$ cat src/rtl/serial_nibble_pkg.sv
// Shared types and line-level constants for the serial nibble receiver.
package serial_nibble_pkg;

  typedef enum logic [2:0] {
    IDLE,
    START,
    DATA,
    STOP,
    PARITY,
    WAIT_IDLE
  } state_t;

  localparam logic LINE_IDLE = 1'b1;
  localparam logic START_LVL = 1'b0;
  localparam logic STOP_LVL  = 1'b1;

  localparam int DEF_DATA_W  = 4;
  localparam int DEF_BIT_CYC = 4;

endpackage

$ cat src/rtl/bit_timer.sv
// Bit-period timer: counts 0..tc and pulses tick in the cycle the count equals tc.
module bit_timer #(
  parameter int CW = 8
) (
  input  logic          Clk,
  input  logic          Rst,
  input  logic          clr,
  input  logic [CW-1:0] tc,
  output logic          tick
);

  logic [CW-1:0] cnt_q, cnt_d;

  assign tick = (cnt_q == tc);

  always_comb begin
    cnt_d = cnt_q + CW'(1);
    if (clr || tick) cnt_d = '0;
  end

  always_ff @(posedge Clk) begin
    if (Rst) cnt_q <= '0;
    else     cnt_q <= cnt_d;
  end

endmodule

$ cat src/rtl/serial_nibble_rx.sv
// Serial-to-parallel nibble receiver (start bit, LSB-first data, stop bit).
// Optional even-parity bit enabled with SERIAL_NIBBLE_RX_PARITY_EN.
//
// state     | meaning
// IDLE      | line idle, waiting for a low level
// START     | half bit time, confirm start bit is still low
// DATA      | sample one data bit per bit time into shadow
// PARITY    | sample even-parity bit (parity build only)
// STOP      | sample stop bit, commit word or flag frame error
// WAIT_IDLE | after framing error, wait for line to return high
module serial_nibble_rx
  import serial_nibble_pkg::*;
#(
  parameter int DATA_W  = DEF_DATA_W,
  parameter int BIT_CYC = DEF_BIT_CYC,
  parameter int CW      = 8
) (
  input  logic              Clk,
  input  logic              Rst,
  input  logic              Sin,
  output logic [DATA_W-1:0] Data,
  output logic              Valid,
  output logic              FrameErr,
`ifdef SERIAL_NIBBLE_RX_PARITY_EN
  output logic              ParErr,
`endif
  output logic              Busy
);

  localparam int            IW       = (DATA_W > 1) ? $clog2(DATA_W) : 1;
  localparam logic [CW-1:0] TC_HALF  = CW'(BIT_CYC / 2 - 1);
  localparam logic [CW-1:0] TC_FULL  = CW'(BIT_CYC - 1);
  localparam logic [IW-1:0] LAST_IDX = IW'(DATA_W - 1);

  state_t            state_q, state_d;
  logic [DATA_W-1:0] shadow_q, shadow_d;
  logic [DATA_W-1:0] data_q, data_d;
  logic [IW-1:0]     idx_q, idx_d;
  logic              valid_q, valid_d;
  logic              ferr_q, ferr_d;
`ifdef SERIAL_NIBBLE_RX_PARITY_EN
  logic              par_bad_q, par_bad_d;
  logic              perr_q, perr_d;
`endif

  logic              tmr_clr;
  logic [CW-1:0]     tmr_tc;
  logic              tick;

  // Timer is held at zero while idle so START always begins from a clean count.
  assign tmr_clr = (state_q == IDLE);

  bit_timer #(.CW(CW)) u_bit_timer (
    .Clk  (Clk),
    .Rst  (Rst),
    .clr  (tmr_clr),
    .tc   (tmr_tc),
    .tick (tick)
  );

  always_comb begin
    state_d  = state_q;
    shadow_d = shadow_q;
    data_d   = data_q;
    idx_d    = idx_q;
    valid_d  = 1'b0;
    ferr_d   = 1'b0;
    tmr_tc   = TC_FULL;
`ifdef SERIAL_NIBBLE_RX_PARITY_EN
    par_bad_d = par_bad_q;
    perr_d    = 1'b0;
`endif
    case (state_q)
      IDLE: begin
        if (Sin == START_LVL) state_d = START;
      end
      START: begin
        tmr_tc = TC_HALF;
        if (tick) begin
          if (Sin == START_LVL) begin
            state_d = DATA;
            idx_d   = '0;
          end else begin
            state_d = IDLE;
          end
        end
      end
      DATA: begin
        if (tick) begin
          shadow_d = (shadow_q >> 1) | (DATA_W'(Sin) << (DATA_W - 1));
          if (idx_q == LAST_IDX) begin
`ifdef SERIAL_NIBBLE_RX_PARITY_EN
            state_d = PARITY;
`else
            state_d = STOP;
`endif
          end else begin
            idx_d = idx_q + IW'(1);
          end
        end
      end
`ifdef SERIAL_NIBBLE_RX_PARITY_EN
      PARITY: begin
        if (tick) begin
          par_bad_d = (^shadow_q) ^ Sin;
          state_d   = STOP;
        end
      end
`endif
      STOP: begin
        if (tick) begin
          if (Sin == STOP_LVL) begin
            state_d = IDLE;
`ifdef SERIAL_NIBBLE_RX_PARITY_EN
            if (par_bad_q) begin
              perr_d = 1'b1;
            end else begin
              data_d  = shadow_q;
              valid_d = 1'b1;
            end
`else
            data_d  = shadow_q;
            valid_d = 1'b1;
`endif
          end else begin
            ferr_d  = 1'b1;
            state_d = WAIT_IDLE;
          end
        end
      end
      WAIT_IDLE: begin
        if (Sin == LINE_IDLE) state_d = IDLE;
      end
      default: state_d = IDLE;
    endcase
  end

  always_ff @(posedge Clk) begin
    if (Rst) begin
      state_q  <= IDLE;
      shadow_q <= '0;
      data_q   <= '0;
      idx_q    <= '0;
      valid_q  <= 1'b0;
      ferr_q   <= 1'b0;
`ifdef SERIAL_NIBBLE_RX_PARITY_EN
      par_bad_q <= 1'b0;
      perr_q    <= 1'b0;
`endif
    end else begin
      state_q  <= state_d;
      shadow_q <= shadow_d;
      data_q   <= data_d;
      idx_q    <= idx_d;
      valid_q  <= valid_d;
      ferr_q   <= ferr_d;
`ifdef SERIAL_NIBBLE_RX_PARITY_EN
      par_bad_q <= par_bad_d;
      perr_q    <= perr_d;
`endif
    end
  end

  assign Data     = data_q;
  assign Valid    = valid_q;
  assign FrameErr = ferr_q;
  assign Busy     = (state_q != IDLE);
`ifdef SERIAL_NIBBLE_RX_PARITY_EN
  assign ParErr   = perr_q;
`endif

endmodule

$ cat config.mk
export PLATFORM = sky130hd
export DESIGN_NAME = serial_nibble_rx
export DESIGN_NICKNAME = d
export VERILOG_FILES = /design/src/rtl/serial_nibble_pkg.sv /design/src/rtl/bit_timer.sv /design/src/rtl/serial_nibble_rx.sv
export SDC_FILE = /design/constraint.sdc
export NUM_CORES = 1
export LEC_CHECK = 0
export ABC_AREA = 1
export ABC_CLOCK_PERIOD_IN_PS = 1750
export BUFFER_PORTS_ARGS = -buffer_cell sky130_fd_sc_hd__buf_2
export CAP_MARGIN = 20
export CORE_MARGIN = 1.5
export CORE_UTILIZATION = 32
export CTS_CLUSTER_SIZE = 12
export DETAILED_ROUTE_END_ITERATION = 10
export PLACE_DENSITY = 0.5
export SLEW_MARGIN = 20
export SYNTH_ARGS = -nofsm -noshare
export SYNTH_HDL_FRONTEND = slang
export SYNTH_SLANG_ARGS = --single-unit
$ cat constraint.sdc
create_clock -name Clk -period 1.75 [get_ports Clk]
set_clock_uncertainty 0.05 [all_clocks]
set_input_delay 0.175 -clock Clk [delete_from_list [all_inputs] [get_ports Clk]]
set_output_delay 0.175 -clock Clk [all_outputs]
set_load 0.01 [all_outputs]
---- Yosys cells after proc, flatten, opt, wreduce, memory -nomap -nowiden ----
Cells that the tools add are included.
operators by class
  add/sub/neg operators ................... 2
  equality and inequality tests ........... 14
  muxes and demuxes ....................... 17
  bitwise logic cells ..................... 3
  reduce and logical (&&, ||, !) cells .... 10
operators by type and width
  kind                                                                      count
  3-bit 2-to-1 mux                                                          7
  3-bit one-hot mux with 5 select lines                                     1
  2-bit 2-to-1 mux                                                          6
  2-bit inequality test (second input constant)                             5
  8-bit by 1-bit adder with 8-bit output (second input constant)            1
  8-bit by 2-bit equality test with 1-bit output                            1
  3-bit by 2-bit equality test with 1-bit output (second input constant)    2
  2-bit by 1-bit inequality test with 1-bit output (second input constant)  3
  6-bit AND reduction                                                       1
  5-bit AND reduction                                                       1
  3-bit by 4-bit bitwise OR with 4-bit output                               1
  2-bit one-hot mux with 2 select lines                                     1
  3-bit by 1-bit equality test with 1-bit output (second input constant)    1
  3-bit equality test (second input constant)                               1
  3-bit zero test                                                           1
  3-bit AND reduction                                                       1
  3-bit nonzero test                                                        1
  3-bit OR reduction                                                        1
  2-bit by 1-bit adder with 2-bit output (second input constant)            1
  2-bit equality test (second input constant)                               1
  1-bit 2-to-1 mux                                                          2
  1-bit inverter                                                            2
  2-bit AND reduction                                                       1
  2-bit nonzero test                                                        1
  other kinds (2)                                                           2
storage, ports and cells
  flip-flop bits (word level) ............. 23
  input port bits ......................... 3
  output and inout bits ................... 7
  logic and storage cells ................. 53

---- Longest topological paths before layout ----
  depth in word-level cells ............... 5
  gate-level depth with buffers ........... 10
  depth with buffers taken out ............ 10

---- Cells and area by module ----
From an unflattened synthesis, not the netlist that was laid out.
unflattened totals
  cells, all modules ...................... 170
  area, all modules ....................... 1,191.1 µm²
modules (own cells, without submodules)
  module            times used  cells each  area each (µm²)  sequential area each (µm²)
  serial_nibble_rx  1           98          689.4            300.3
  bit_timer         1           72          501.7            160.2

---- Worst setup path after synthesis ----
OpenSTA, ideal clock, no wires.
  path kind ............................... register to register
  start point ............................. register u_bit_timer.cnt_q[0]
  end point ............................... register shadow_q[0]
  setup time .............................. 116 ps
  arrival ................................. 1,113 ps
  data required time ...................... 1,584 ps
  slack ................................... 472 ps
  stages on the path, launching flop included .. 10
  buffers on the path ..................... 0
  period minus slack after synthesis ...... 1,278 ps
  path through ............................ dfxtp_1 > inv_1 > nor2_1 > nand2_1 > nor2_2 > nand3_4 > nor2_4 > inv_2 > nor2_1 > nor2_1
between the ends
  cells in the longest elaborated chain, start to end .. 2
RTL lines
  item                                            line                     text
  from (decl)                                     bit_timer.sv:12          logic [CW-1:0] cnt_q, cnt_d;
  from (signal assigned)                          bit_timer.sv:23          else cnt_q <= cnt_d;
  8-bit by 2-bit equality test with 1-bit output  bit_timer.sv:14          assign tick = (cnt_q == tc);
  2-bit AND reduction (no line)                   -
  to (signal assigned)                            serial_nibble_rx.sv:152  shadow_q <= shadow_d;
  to (decl)                                       serial_nibble_rx.sv:36   logic [DATA_W-1:0] shadow_q, shadow_d;
No other way between the ends.
A chain may end at the register's enable or synchronous reset.

---- Worst setup path after layout ----
Same ends and word-level chain as after synthesis.

==> flow_summary.yaml <==
layout:
  flow.area_growth_from_synthesis_pct: 12.8
  layout_net_count: 175
  insertedDiodeCount: 0
  fillers: 391
  post_route_cells_drive_above_1_share_pct: 20.7
  final_instance_count_excl_fillers: 215
sta:
  post-route-period-util_pct: 82.0
  post-route-min-period_ns: 1.44
  final_hold_viol_count: 0
  setup_tns_final_ns: 0
  slew_viol_final: 0
  timing.max_slew.rel_slack_pct: 81.0
  worstMarginPinSlew_ns: 0.285
  final_setup_violating_endpoints: 0
  grt_setup_unrepaired: "no"
  highest_achievable_clock_rate_mhz: 697
worst_setup_path:
  r2r_setup_slack_ns: 0.31
  critPathMaxFanout: 7
  worst_r2r_path_depth: 9
  crit_arrival_ns: 1.61
  cp.required_ns: 1.92
  timing.critical_path.from_type: "register"
  r2r_startpoint: "u_bit_timer.cnt_q[0]"
  critical_path.endpoint_type: "register"
  path_class: "register to register"
  worst_r2r_endpoint: "shadow_q[0]"
clock_network:
  clk_root_buffer_cell: "clkbuf_4"
  cts_inserted_buffers: 3
  clock-sinks: 23
  postCtsResizedCells: 0
  clock_tree.buffer_depth: 2
  htreeDepth: 1
  clock_latency_on_the_worst_skew_pair_ns: 0.31
  worst_setup_hold_path_clk_slew_ns: 0.13
  clock_tree_from_tritoncts: "built"
logic_synthesis:
  synth.net_count: 160
  synthesis.yosys.warnings: 0
  synth.lib_cells_used.distinct: 24
  post_synth_inst_count: 155
  yosys.area.top_type: "dfxtp_1"
  avgSynthCellArea_um2: 7.24
  synth-seq-area-share_pct: 41.0
  synth.top_cells.by_area: "dfxtp_1, nor2_1, nand2_1"
  mappedNetlistArea_mm2: 0.00112
  synth_largest_type_area_fraction_pct: 41.0
  postSynthRegisterBits: 23
global_routing:
  grt_pass1_vias: 905
  global_route.overflow_total: 0
  grt_pass1_wl_um: 3800
  number_of_antenna_violations_at_the_first_check_in_global_routing: 0
  total_grt_usage_pct: 12.0
  grt_start_max_net_pins: 14
place:
  buffer_ports.inserted: 9
  dp_cells: 210
  detailedPlacementHpwl_um: 1590
  gp_routability_congestion: 0.838
floorplan:
  die_area_mm2: 0.00387
  dieWidth_um: 62.2
  io-pin-count: 10
  fp.coreArea_mm2: 0.00336
  floorplan.initialDensity_pct: 33.4
  chipHeight_um: 62.2
  fp_rows: 21
detailed_routing:
  detail-route-antenna-nets: 0
  firstDrtPassIters: 4
  drt_drc: 0
  drt-initial-drc-count: 70
  detail_route.wl_per_cell_um: 9.86
  finalWirelength_um: 2120
  vias_per_inst: 4.38
  detailroute.via_count: 942
pwr:
  static-leakage-power_uw: 0.000614
  vdd_ir_drop_max_uv: 301
  power_density_mw_per_mm2: 1190
worst_hold_path:
  worstHoldStart: "Sin"
  end_point_of_the_most_critical_hold_path: "FrameErr"
  whs_path_depth: 4
  holdCritPathClass: "input port to register"
run:
  timing.max_cap.violations: 0
status:
  status: "complete, no violations"
-- registers in the layout, summed over array words and instances (netlist names) --
signal             flops
Data                   4
Valid                  1
idx_q                  2
state_q                3
u_bit_timer.cnt_q      8
shadow_q               4
FrameErr               1
-- power by group --
part           leakage (uW)  total, uW  switching [uW]  internal, uW
logic              0.000410        627             412           215
registers          0.000186        636            61.2           575
clock network     0.0000177        245             159          85.4
total              0.000614       1510             633           875
-- stage by stage --
stage / hold WS [ns] / power [uW] / cell area, um2 / worst slack, ns / utilization (%)
4_1_cts: 0.127 / 1530 / 1270 / 0.290 / 37.6
3_5_place_dp: 0.306 / 1270 / 1230 / 0.310 / 36.5
6_report: 0.154 / 1510 / 1270 / 0.314 / 37.6
3_3_place_gp: 0.309 / 1260 / 1230 / 0.347 / 36.5
5_1_grt: 0.140 / 1650 / 1270 / 0.151 / 37.6
2_1_floorplan: 0.194 / 1150 / 1120 / 0.472 / -
-- cells in the mapped netlist (all sizes together) --
cell / count
a21oi: 5
a31o: 1
a31oi: 1
clkbuf: 1
dfxtp: 23
ha: 2
inv: 23
nand2: 34
nand3: 11
nand4: 4
nor2: 38
nor3: 1
nor3b: 3
o21ai: 5
xnor2: 1
xor2: 2
-- cell families after synthesis --
group	Yosys count	share of synthesized area [%]
AO/OA/AOI/OAI	12	6.80
adder cells (fa/ha/maj)	2	2.23
XOR/XNOR	3	2.34
flip-flops	23	41.0
buffers and inverters	24	8.03
AND/OR/NAND/NOR	91	39.6
-- layout by cell type, fill, tap and decap left out, types with 2 or more instances in the layout --
| master | Yosys | layout |
|---|---|---|
| nand3_1 | 6 | 6 |
| xor2_1 | 2 | 2 |
| a21oi_1 | 4 | 4 |
| nand3_2 | 4 | 4 |
| inv_2 | 6 | 6 |
| nand2_2 | 3 | 3 |
| inv_1 | 17 | 17 |
| ha_1 | 2 | 2 |
| nor2_1 | 34 | 34 |
| o21ai_0 | 5 | 5 |
| nand2_1 | 31 | 31 |
| buf_2 | 0 | 9 |
| dfxtp_1 | 23 | 23 |
| nor2_4 | 2 | 2 |
| clkbuf_4 | 0 | 3 |
| nand4_1 | 3 | 3 |
| nor2_2 | 2 | 2 |
| nor3b_1 | 3 | 3 |
-- cell type report --
class	instances	area (um2)	share of cell area (%)
clock buffers	3	22.5	1.78
clock inverters	1	5.00	0.395
inverters	23	86.3	6.82
multi-input cells	108	572	45.2
flip-flops and latches	23	460	36.4
well taps	46	57.6	4.55
repair buffers	11	62.6	4.94
-- layer usage --
layer / up-vias / share of wire [%] / track usage [%]
li1: 514 / - / -
met1: 408 / 50 / 15.9
met2: 18 / 45 / 19.0
met3: 2 / 4.2 / 2.36
met4: 0 / 0.90 / 5.00
met5: - / 0 / 0
-- worst max path at each step --
stage,startpoint,depth (start not counted),end
5_1_grt,u_bit_timer.cnt_q[0],10,Data[1]
3_3_place_gp,u_bit_timer.cnt_q[0],9,shadow_q[0]
2_1_floorplan,u_bit_timer.cnt_q[0],9,shadow_q[0]
4_1_cts,u_bit_timer.cnt_q[0],9,shadow_q[0]
3_5_place_dp,u_bit_timer.cnt_q[0],9,shadow_q[0]
6_report,u_bit_timer.cnt_q[0],9,shadow_q[0]
-- timing repair --
item	CTS	global route
hold endpoints to repair	1	0
hold buffers	1	0
endpoints found under the setup margin	0	0
setup buffers	0	0
-- worst max-delay path, cell delays in order (launching register included) --
cell and delay (ns):
dfxtp_1 0.39, inv_1 0.05, nor2_1 0.08, nand2_1 0.06
nor2_2 0.17, nand3_4 0.14, nor2_4 0.19, inv_2 0.07
nor2_1 0.09, nor2_1 0.05
(Power assumes the default switching activity.)
